### config.mk
export PLATFORM = sky130hd
export DESIGN_NAME = spi_master_gen
export DESIGN_NICKNAME = d
export VERILOG_FILES = /design/src/rtl/spi_master_gen.sv
export SDC_FILE = /design/constraint.sdc
export NUM_CORES = 1
export LEC_CHECK = 0
export CAP_MARGIN = 20
export CELL_PAD_IN_SITES_DETAIL_PLACEMENT = 1
export CELL_PAD_IN_SITES_GLOBAL_PLACEMENT = 1
export CORE_ASPECT_RATIO = 1.5
export CORE_MARGIN = 4
export CORE_UTILIZATION = 49
export CTS_CLUSTER_SIZE = 12
export DETAILED_ROUTE_END_ITERATION = 10
export PLACE_DENSITY_LB_ADDON = 0.15
export SYNTH_ARGS = -nofsm -noshare
export SYNTH_HDL_FRONTEND = slang
export SYNTH_SLANG_ARGS = --single-unit
### constraint.sdc
create_clock -name clk_cpu -period 9.2 [get_ports clk_cpu]
set_input_delay 2.3 -clock clk_cpu [delete_from_list [all_inputs] [get_ports clk_cpu]]
set_output_delay 2.3 -clock clk_cpu [all_outputs]
set_load 0.01 [all_outputs]
### src/rtl/spi_master_gen.sv
// spi_master_gen: SPI master that sends one word of 1..DATA_W bits to one of
// NUM_SS slaves. It supports CPOL/CPHA modes 0-3, MSB- or LSB-first order, a
// programmable half-period and a sticky, maskable completion interrupt.
//
// Ports:
//   clk_cpu, rst      system clock (rising edge); asynchronous active-high reset
//   SPI_BITRATE       SCK half-period minus 1, in clk_cpu cycles
//   SPI_DATA_OUT      word to transmit
//   SPI_LEN           transfer length minus 1 (clamped to DATA_W bits)
//   SPI_SS_SEL        index of the target slave
//   SPI_CTRL          [0]EN [1]START [2]CPOL [3]CPHA [4]LSB_FIRST [5]IRQ_EN [6]IRQ_CLR
//   SPI_DATA_IN       received word, right-aligned, updated only at completion
//   SPI_BUSY          high during SETUP/XFER/HOLD
//   SCK, MOSI, MISO   serial pins
//   SS                active-low slave selects
//   IRQ_SPI           sticky completion interrupt
module spi_master_gen #(
  parameter int DATA_W = 32,
  parameter int NUM_SS = 4,
  parameter int DIV_W  = 16
) (
  input  logic                      clk_cpu,
  input  logic                      rst,
  input  logic [DIV_W-1:0]          SPI_BITRATE,
  input  logic [DATA_W-1:0]         SPI_DATA_OUT,
  input  logic [$clog2(DATA_W)-1:0] SPI_LEN,
  input  logic [$clog2(NUM_SS)-1:0] SPI_SS_SEL,
  input  logic [6:0]                SPI_CTRL,
  output logic [DATA_W-1:0]         SPI_DATA_IN,
  output logic                      SPI_BUSY,
  output logic                      SCK,
  output logic                      MOSI,
  input  logic                      MISO,
  output logic [NUM_SS-1:0]         SS,
  output logic                      IRQ_SPI
);
  localparam int LW  = $clog2(DATA_W);
  localparam int LW1 = LW + 1;
  localparam int SW  = $clog2(NUM_SS);
  localparam logic [LW:0] C_DATA_W = LW1'(DATA_W);

  typedef enum logic [2:0] {S_IDLE, S_SETUP, S_XFER, S_HOLD, S_DONE} state_t;

  // Next bit to put on MOSI, and the shift that exposes the following one.
  function automatic logic f_head(input logic [DATA_W-1:0] v, input logic lsb);
    return lsb ? v[0] : v[DATA_W-1];
  endfunction

  function automatic logic [DATA_W-1:0] f_shift(input logic [DATA_W-1:0] v, input logic lsb);
    return lsb ? (v >> 1) : (v << 1);
  endfunction

  state_t              r_state, w_next;
  logic                r_start_d;
  logic [DIV_W-1:0]    r_cnt, r_div;
  logic [LW:0]         r_hcnt, r_last_hc, r_pad;
  logic                r_sck, r_mosi, r_irq;
  logic                r_cpol, r_cpha, r_lsb;
  logic [SW-1:0]       r_sel;
  logic [DATA_W-1:0]   r_tx, r_rx, r_data_in;

  logic                w_en, w_cpol_in, w_cpha_in, w_lsb_in, w_irq_en, w_irq_clr;
  logic                w_start, w_abort, w_tick, w_sample, w_edge;
  logic [LW:0]         w_n, w_pad_in, w_last_hc;
  logic [DATA_W-1:0]   w_tx_aligned;

  assign w_en      = SPI_CTRL[0];
  assign w_cpol_in = SPI_CTRL[2];
  assign w_cpha_in = SPI_CTRL[3];
  assign w_lsb_in  = SPI_CTRL[4];
  assign w_irq_en  = SPI_CTRL[5];
  assign w_irq_clr = SPI_CTRL[6];

  assign w_start = SPI_CTRL[1] & ~r_start_d & w_en & (r_state == S_IDLE);
  assign w_abort = ~w_en & (r_state != S_IDLE);
  assign w_tick  = (r_cnt == '0);

  // N = LEN+1, clamped to DATA_W; the last half-period index is 2N-1.
  // The doubling may wrap to zero at N = DATA_W; the -1 then yields all ones,
  // which is exactly 2*DATA_W-1.
  assign w_n       = (SPI_LEN >= LW'(DATA_W - 1)) ? C_DATA_W : ({1'b0, SPI_LEN} + LW1'(1));
  assign w_pad_in  = C_DATA_W - w_n;
  assign w_last_hc = (w_n << 1) - LW1'(1);

  // MSB-first words are left-justified so the head bit is always DATA_W-1.
  assign w_tx_aligned = w_lsb_in ? SPI_DATA_OUT : (SPI_DATA_OUT << w_pad_in);

  // Odd edges (even r_hcnt) sample in CPHA=0, even edges sample in CPHA=1.
  assign w_sample = (r_hcnt[0] == r_cpha);
  assign w_edge   = (r_state == S_XFER) & w_tick & ~w_abort;

  always_comb begin
    w_next = r_state;
    if (w_abort) begin
      w_next = S_IDLE;
    end else begin
      case (r_state)
        S_IDLE:  if (w_start) w_next = S_SETUP;
        S_SETUP: if (w_tick) w_next = S_XFER;
        S_XFER:  if (w_tick && (r_hcnt == r_last_hc)) w_next = S_HOLD;
        S_HOLD:  if (w_tick) w_next = S_DONE;
        S_DONE:  w_next = S_IDLE;
        default: w_next = S_IDLE;
      endcase
    end
  end

  always_ff @(posedge clk_cpu or posedge rst) begin
    if (rst) begin
      r_state <= S_IDLE;
    end else begin
      r_state <= w_next;
    end
  end

  // Control path: timing counters, pin registers, result and interrupt.
  always_ff @(posedge clk_cpu or posedge rst) begin
    if (rst) begin
      r_start_d <= 1'b0;
      r_cnt     <= '0;
      r_hcnt    <= '0;
      r_sck     <= 1'b0;
      r_mosi    <= 1'b0;
      r_irq     <= 1'b0;
      r_data_in <= '0;
    end else begin
      r_start_d <= SPI_CTRL[1];
      if (w_abort) begin
        r_sck <= r_cpol;
      end else begin
        case (r_state)
          S_IDLE: begin
            r_sck <= w_cpol_in;
            if (w_start) begin
              r_cnt  <= SPI_BITRATE;
              r_hcnt <= '0;
              if (!w_cpha_in) r_mosi <= f_head(w_tx_aligned, w_lsb_in);
            end
          end
          S_SETUP, S_HOLD: r_cnt <= w_tick ? r_div : (r_cnt - DIV_W'(1));
          S_XFER: begin
            if (w_tick) begin
              r_cnt  <= r_div;
              r_sck  <= ~r_sck;
              r_hcnt <= r_hcnt + LW1'(1);
              if (!w_sample) r_mosi <= f_head(r_tx, r_lsb);
            end else begin
              r_cnt <= r_cnt - DIV_W'(1);
            end
          end
          S_DONE: r_data_in <= r_lsb ? (r_rx >> r_pad) : r_rx;
          default: ;
        endcase
      end
      // Completion set has priority over clear and over a same-cycle start.
      if ((r_state == S_DONE) && !w_abort && w_irq_en) begin
        r_irq <= 1'b1;
      end else if (w_irq_clr || w_start) begin
        r_irq <= 1'b0;
      end
    end
  end

  // Data path: transfer configuration and shift registers, latched at start.
  always_ff @(posedge clk_cpu) begin
    if (w_start) begin
      r_div     <= SPI_BITRATE;
      r_pad     <= w_pad_in;
      r_last_hc <= w_last_hc;
      r_cpol    <= w_cpol_in;
      r_cpha    <= w_cpha_in;
      r_lsb     <= w_lsb_in;
      r_sel     <= SPI_SS_SEL;
      r_rx      <= '0;
      // In CPHA=0 the first bit leaves during SETUP, so skip past it here.
      r_tx      <= w_cpha_in ? w_tx_aligned : f_shift(w_tx_aligned, w_lsb_in);
    end else if (w_edge) begin
      if (w_sample) begin
        // LSB-first fills from the top and is right-aligned at completion.
        r_rx <= r_lsb ? {MISO, r_rx[DATA_W-1:1]} : {r_rx[DATA_W-2:0], MISO};
      end else begin
        r_tx <= f_shift(r_tx, r_lsb);
      end
    end
  end

  assign SPI_BUSY    = (r_state == S_SETUP) || (r_state == S_XFER) || (r_state == S_HOLD);
  assign SS          = SPI_BUSY ? ~(NUM_SS'(1) << r_sel) : '1;
  assign SCK         = r_sck;
  assign MOSI        = r_mosi;
  assign IRQ_SPI     = r_irq;
  assign SPI_DATA_IN = r_data_in;

endmodule

; ---- Word level (Yosys, flattened, before mapping)
; Index checks and enable logic that the tools add are counted.
[op_classes]
reduce_logical = 24
add_sub_neg = 5
magnitude_cmp = 1
n_eq_ne = 16
n_div = 0
mux = 35
multipliers = 0
shifts = 3
bitwise_logic = 11
[op_table]
columns = op, count
row1 = $mux 32, 9
row2 = $mux 16, 2
row3 = $pmux 16 s2, 1
row4 = $shl 32x6->32, 1
row5 = $shr 32x6->32, 1
row6 = $mux 6, 3
row7 = $logic_not 16->1, 1
row8 = $sub 16x1->16 const B, 1
row9 = $mux 3, 5
row10 = $ne 3x3->1 const B, 4
row11 = $pmux 3 s4, 1
row12 = $pmux 6 s2, 1
row13 = $mux 1, 10
row14 = $ne 2x2->1 const B, 5
row15 = $reduce_and 2->1, 4
row16 = $reduce_and 4->1, 2
row17 = $reduce_bool 2->1, 4
row18 = $add 5x1->6 const B, 1
row19 = $add 6x1->6 const B, 1
row20 = $and 1x1->1, 6
row21 = $eq 3x2->1 const B, 2
row22 = $eq 6x6->1, 1
row23 = $reduce_and 6->1, 1
row24 = $reduce_bool 3->1, 2
row25 = 18 further kinds, 26
[word_totals]
latchBits = 0
ff_bits = 158
mem_bits_ro = 0
word_cells = 112
output_inout_bits = 40
input_bits = 65
memories = 0
ram_bits = 0

; ---- Logic depth before layout (Yosys ltp)
[logic_depth]
depth_word = 9
depth_mapped = 16
mapped_depth_nobuf = 13

; ---- Worst setup path after synthesis
; No wires, ideal clock.
[synth_path]
path_kind = input to register
start = input SPI_LEN[0]
end = register r_tx[31] (data pin)
path_buffers = 4
path_stages = 16
path_slack_ns = 3.517
arrival_time_ns = 5.514
required_ns = 9.031
setup_time_ns = 0.169
path_cell_list = ha_1 -> and3_1 -> ha_1 -> buf_2 -> nor2_2 -> buf_4 -> inv_1 -> ha_1 -> inv_2 -> buf_2 -> buf_2 -> mux2i_1 -> mux2i_1 -> a2111oi_2 -> a211oi_1 -> o31ai_1
[synth_via]
elab_chain_cells = 8
elab_cells_between_ends = 9
classes_between = 2 x add/sub / 1 x order compare / 1 x shift / 5 x mux
[synth_lines]
columns = item, line_no
row1 = "start, declared", 26  ; input logic [$clog2(DATA_W)-1:0] SPI_LEN,
row2 = $add 5x1->6 / $ge 5x5->1 (equally long branches), 81  ; assign w_n = (SPI_LEN >= LW'(DATA_W - 1)) ? C_DATA_W : ({1'b0, SPI_LEN} + LW1'(1));
row3 = $mux 6 *, 81
row4 = $sub 6x6->6 *, 82  ; assign w_pad_in = C_DATA_W - w_n;
row5 = net w_pad_in[1], 64  ; logic [LW:0] w_n, w_pad_in, w_last_hc;
row6 = $shl 32x6->32 *, 86  ; assign w_tx_aligned = w_lsb_in ? SPI_DATA_OUT : (SPI_DATA_OUT << w_pad_in);
row7 = $mux 32 *, 86
row8 = $mux 32, 50  ; return lsb ? (v >> 1) : (v << 1);
row9 = $mux 32 *, 176  ; r_tx <= w_cpha_in ? w_tx_aligned : f_shift(w_tx_aligned, w_lsb_in);
row10 = $mux 32 *, 166  ; if (w_start) begin
row11 = "end signal, assigned", 176
row12 = "end signal, assigned", 182  ; r_tx <= f_shift(r_tx, r_lsb);
row13 = "end, declared", 60  ; logic [DATA_W-1:0] r_tx, r_rx, r_data_in;
; Mark *: on every way through the listed nets, which the timed path passes. The rest lies on a longest branch.
; A chain may end at the register's enable or synchronous reset.

; ---- Worst setup path in the final report
[layout_path]
start = input SPI_LEN[0]
end = register r_mosi (netlist: MOSI)
[layout_via]
elab_chain_cells = 9
elab_cells_between_ends = 10
classes_between = 2 x add/sub / 1 x order compare / 1 x shift / 6 x mux
[layout_lines]
columns = item, line_no
row1 = $add 5x1->6 / $ge 5x5->1 (equally long branches), 81
row2 = $mux 6 *, 81
row3 = $sub 6x6->6 *, 82
row4 = $shl 32x6->32 *, 86
row5 = $mux 32 *, 86
row6 = $mux 1 *, 46  ; return lsb ? v[0] : v[DATA_W-1];
row7 = $mux 1 *, 137  ; if (!w_cpha_in) r_mosi <= f_head(w_tx_aligned, w_lsb_in);
row8 = $mux 1 *, 134  ; if (w_start) begin
row9 = $pmux 1 s2 *, 131  ; case (r_state)
row10 = "end signal, assigned", 137
row11 = "end signal, assigned", 146  ; if (!w_sample) r_mosi <= f_head(r_tx, r_lsb);
row12 = "end, declared", 57  ; logic r_sck, r_mosi, r_irq;
; Mark *: on every way between the ends. The rest lies on a longest branch, timed or not. The select of a mux whose other input is x is not followed.

==> flow_metrics.tcl <==
set metrics [dict create \
    crit_family "buffers and inverters" \
    wl_mm 37.46 \
    cap_violations 0 \
    clock.fmax_mhz 148.7 \
    critPathLaunch "SPI_LEN[0]" \
    grt_pass1_vias 10962 \
    synth_seq_cells 157 \
    die_width_um 133.0 \
    hp-class "reg2reg" \
    crit_top_cell "ha_1" \
    drive_above_1_share_pct 11.02 \
    clockBufferDepth 2 \
    hpwl_mm 27.54 \
    hold_violations 0 \
    finalPower_mw 1.994 \
    synth-edff-count 64 \
    crit_type "in2reg" \
    rrSetupSlack_ns 5.76 \
    timing.rr.start "r_state[1]$_DFFE_PP0P_" \
    path_depth 13 \
    path_buf_inv 2 \
    ys_seq_area_share_pct 35.59 \
    grt_remaining_overflow 0 \
    place_inst 1589 \
    coreArea_um2 23060 \
    portBuffers 104 \
    cts_setup_buffers 0 \
    placementRows 68 \
    slew_headroom_pct 40.32 \
    crit_path_end_kind "register" \
    synth_warnings 0 \
    root_buffer "clkbuf_16" \
    grt_max_degree 70 \
    critPathRequiredTime_ns 9.50 \
    synthDistinctLibCells 78 \
    cts_buffers 17 \
    grt_usage_pct 28.81 \
    final_net_count 1365 \
    num_io_pins 105 \
    finalMaxSlewViolations 0 \
    r2r-end "r_tx[23]$_DFFE_PP_" \
    crit_path_end "MOSI$_DFFE_PP0P_" \
    antenna_found_initial 1 \
    cts_tree "built" \
    dr.first_iter.drc_count 763 \
    fin_crit_ns 6.724 \
    die-area_um2 26010 \
    synth-async-reset-ratio_pct 38.85 \
    rsz0062_at_grt "false" \
    min_period_over_period_pct 73.09 \
    htree_levels 4 \
    drc_errors 0 \
    syn_avg_cell_area_um2 9.251 \
    wire_per_inst_um 23.08 \
    ys.flop_type "edfxtp_1" \
    gp_congestion 0.9324 \
    ir_drop_uv 122.8 \
    cts_hold_buf 0 \
    clock-skew-final_ns 0.009553 \
    cts-resized-gates 0 \
    fin_cells 1623 \
    setup_viol 0 \
    critical-path-max-stage-delay_ns 0.69 \
    crit_path_cell_trace "clkdlybuf4s50_1, ha_1, and3_1, ha_1, a31oi_1, nand2_1, ha_1, xnor2_4, inv_2, mux2i_1, mux2i_1, a222oi_1, o21ai_0" \
    reg2reg_depth 11 \
    tightest_slew_ns 0.8918 \
    final_antenna_net_count 0 \
    cp_slowest_cell "xnor2_4" \
    p_leak_nw 4.984 \
    powerDensity_nw_per_um2 149.6 \
    grt_pass1_wl_mm 59.86 \
    critPathLaunchType "primary input" \
    synth_cells 1242 \
    cts_sinks 157 \
    via_per_inst 6.441 \
    arrival_ns 7.02 \
    initial_core_util_pct 49.83 \
    insertion_delay_ns 0.44 \
    status "complete, no violations" \
    syn2layout_area_growth_pct 15.98 \
    final.setup.tns_ns 0 \
    cp_max_fo 21 \
    clk_pin_slew_ns 0.07 \
    min_path_cells 1 \
    syn-num-nets 1313 \
    die_h_um 195.5 \
    firstDrtPassIters 7 \
    vias 10453 \
    syn_area_um2 11490 \
]
area by class of cell:
| type | count | area [µm²] |
|---|---|---|
| fillers | 2611 | 9732 |
| multi-input cells | 968 | 6919 |
| flip-flops and latches | 157 | 4089 |
| repair buffers | 132 | 1266 |
| clock buffers | 17 | 425.4 |
| well taps | 315 | 394.1 |
| clock inverters | 15 | 161.4 |
| inverters | 18 | 67.56 |
| diodes | 1 | 2.502 |
flip-flops by register name (all words and copies together) (netlist names), 2 cells and up:
signal and cells:
SPI_DATA_IN 32, r_cnt 16, r_div 16, r_hcnt 6
r_last_hc 5, r_pad 6, r_rx 32, r_sel 2
r_state 3, r_tx 32
per-layer routing:
layer	wire length (µm)	GRT usage, %	up-vias
met5	0	0	-
met4	1968	15.18	0
met3	1318	3.531	91
met2	19790	51.88	303
met1	14380	33.14	5263
li1	-	-	4796
worst min path at each step:
stage / start / slack, ns / end
6_report: SPI_DATA_IN[11]$_DFFE_PP0P_ / 0.49 / SPI_DATA_IN[11]$_DFFE_PP0P_
3_5_place_dp: SPI_DATA_IN[11]$_DFFE_PP0P_ / 0.48 / SPI_DATA_IN[11]$_DFFE_PP0P_
3_3_place_gp: SPI_DATA_IN[11]$_DFFE_PP0P_ / 0.48 / SPI_DATA_IN[11]$_DFFE_PP0P_
5_1_grt: SPI_DATA_IN[11]$_DFFE_PP0P_ / 0.53 / SPI_DATA_IN[11]$_DFFE_PP0P_
2_1_floorplan: r_rx[0]$_SDFFE_PP0P_ / 0.48 / r_rx[0]$_SDFFE_PP0P_
4_1_cts: SPI_DATA_IN[11]$_DFFE_PP0P_ / 0.50 / SPI_DATA_IN[11]$_DFFE_PP0P_
synthesized netlist by cell type, drive strengths merged, types with 5 or more instances:
cell type | count | area share [%]
a221oi | 24 | 1.9
a22oi | 19 | 1.2
nor2 | 136 | 4.5
mux2i | 150 | 13
dfrtp | 61 | 13
a311oi | 6 | 0.46
a211oi | 54 | 3.5
or4 | 5 | 0.36
a21oi | 153 | 6.7
nand4 | 7 | 0.38
buf | 36 | 1.9
xnor2 | 12 | 0.98
nor3 | 27 | 1.3
nor4 | 8 | 0.60
inv | 16 | 0.52
xor2 | 13 | 0.99
nand3 | 18 | 0.78
a31oi | 10 | 0.54
mux2 | 22 | 2.2
o21a | 5 | 0.33
dfxtp | 32 | 5.6
and3 | 11 | 0.60
clkbuf | 63 | 2.1
and2 | 7 | 0.40
mux4 | 33 | 6.5
nand2 | 106 | 3.5
o31ai | 11 | 0.76
edfxtp | 64 | 17
nor2b | 37 | 2.0
ha | 6 | 0.65
o21ai | 34 | 1.5
power by group:
part | total (mW) | switching (mW) | internal (mW)
clock | 0.712 | 0.308 | 0.404
sequential | 0.796 | 0.0326 | 0.764
combinational | 0.485 | 0.296 | 0.190
per-stage QoR:
stage                     hold slack, ns  util, %  cell area, µm²  setup slack (ns)
after global routing              0.5270    57.79           13330             2.171
after detailed placement          0.4827    55.12           12710             2.058
final                             0.4939    57.79           13330             2.476
after global placement            0.4827    55.12           12710             2.167
after CTS                         0.4975    57.66           13300             2.517
after floorplan                   0.4834        -           11490             3.517
cell usage in the layout (no fill, tap or decap), types with 22 or more instances in the layout:
master / n
a211oi_1: 54
a21oi_1: 153
a221oi_1: 22
buf_4: 27
clkdlybuf4s50_1: 103
dfrtp_1: 61
dfxtp_1: 32
edfxtp_1: 64
mux2_2: 22
mux2i_1: 149
mux4_2: 33
nand2_1: 105
nor2_1: 132
nor2b_1: 37
nor3_1: 25
o21ai_0: 34
worst register-to-register path, stage by stage, from the launching register on:
cell      delay (ns)
dfrtp_1         0.46
nor2_1          0.17
buf_4           0.28
nand3_1         0.11
buf_4           0.29
inv_2           0.12
buf_4           0.45
nand2_1         0.56
a21oi_1         0.40
o31ai_1         0.12
a21oi_1         0.16
a211oi_1        0.06
cells by family after synthesis:
logic type / count (synthesis) / synth area share, %
and+or+nand+nor: 378 / 15.47
adders and majority gates: 6 / 0.6534
muxes: 205 / 21.72
DFF: 157 / 35.59
xor gates and xnor gates: 25 / 1.971
buffers and inverters: 117 / 4.541
AOI/OAI and AO/OA: 354 / 20.05
(Power assumes the default switching activity.)
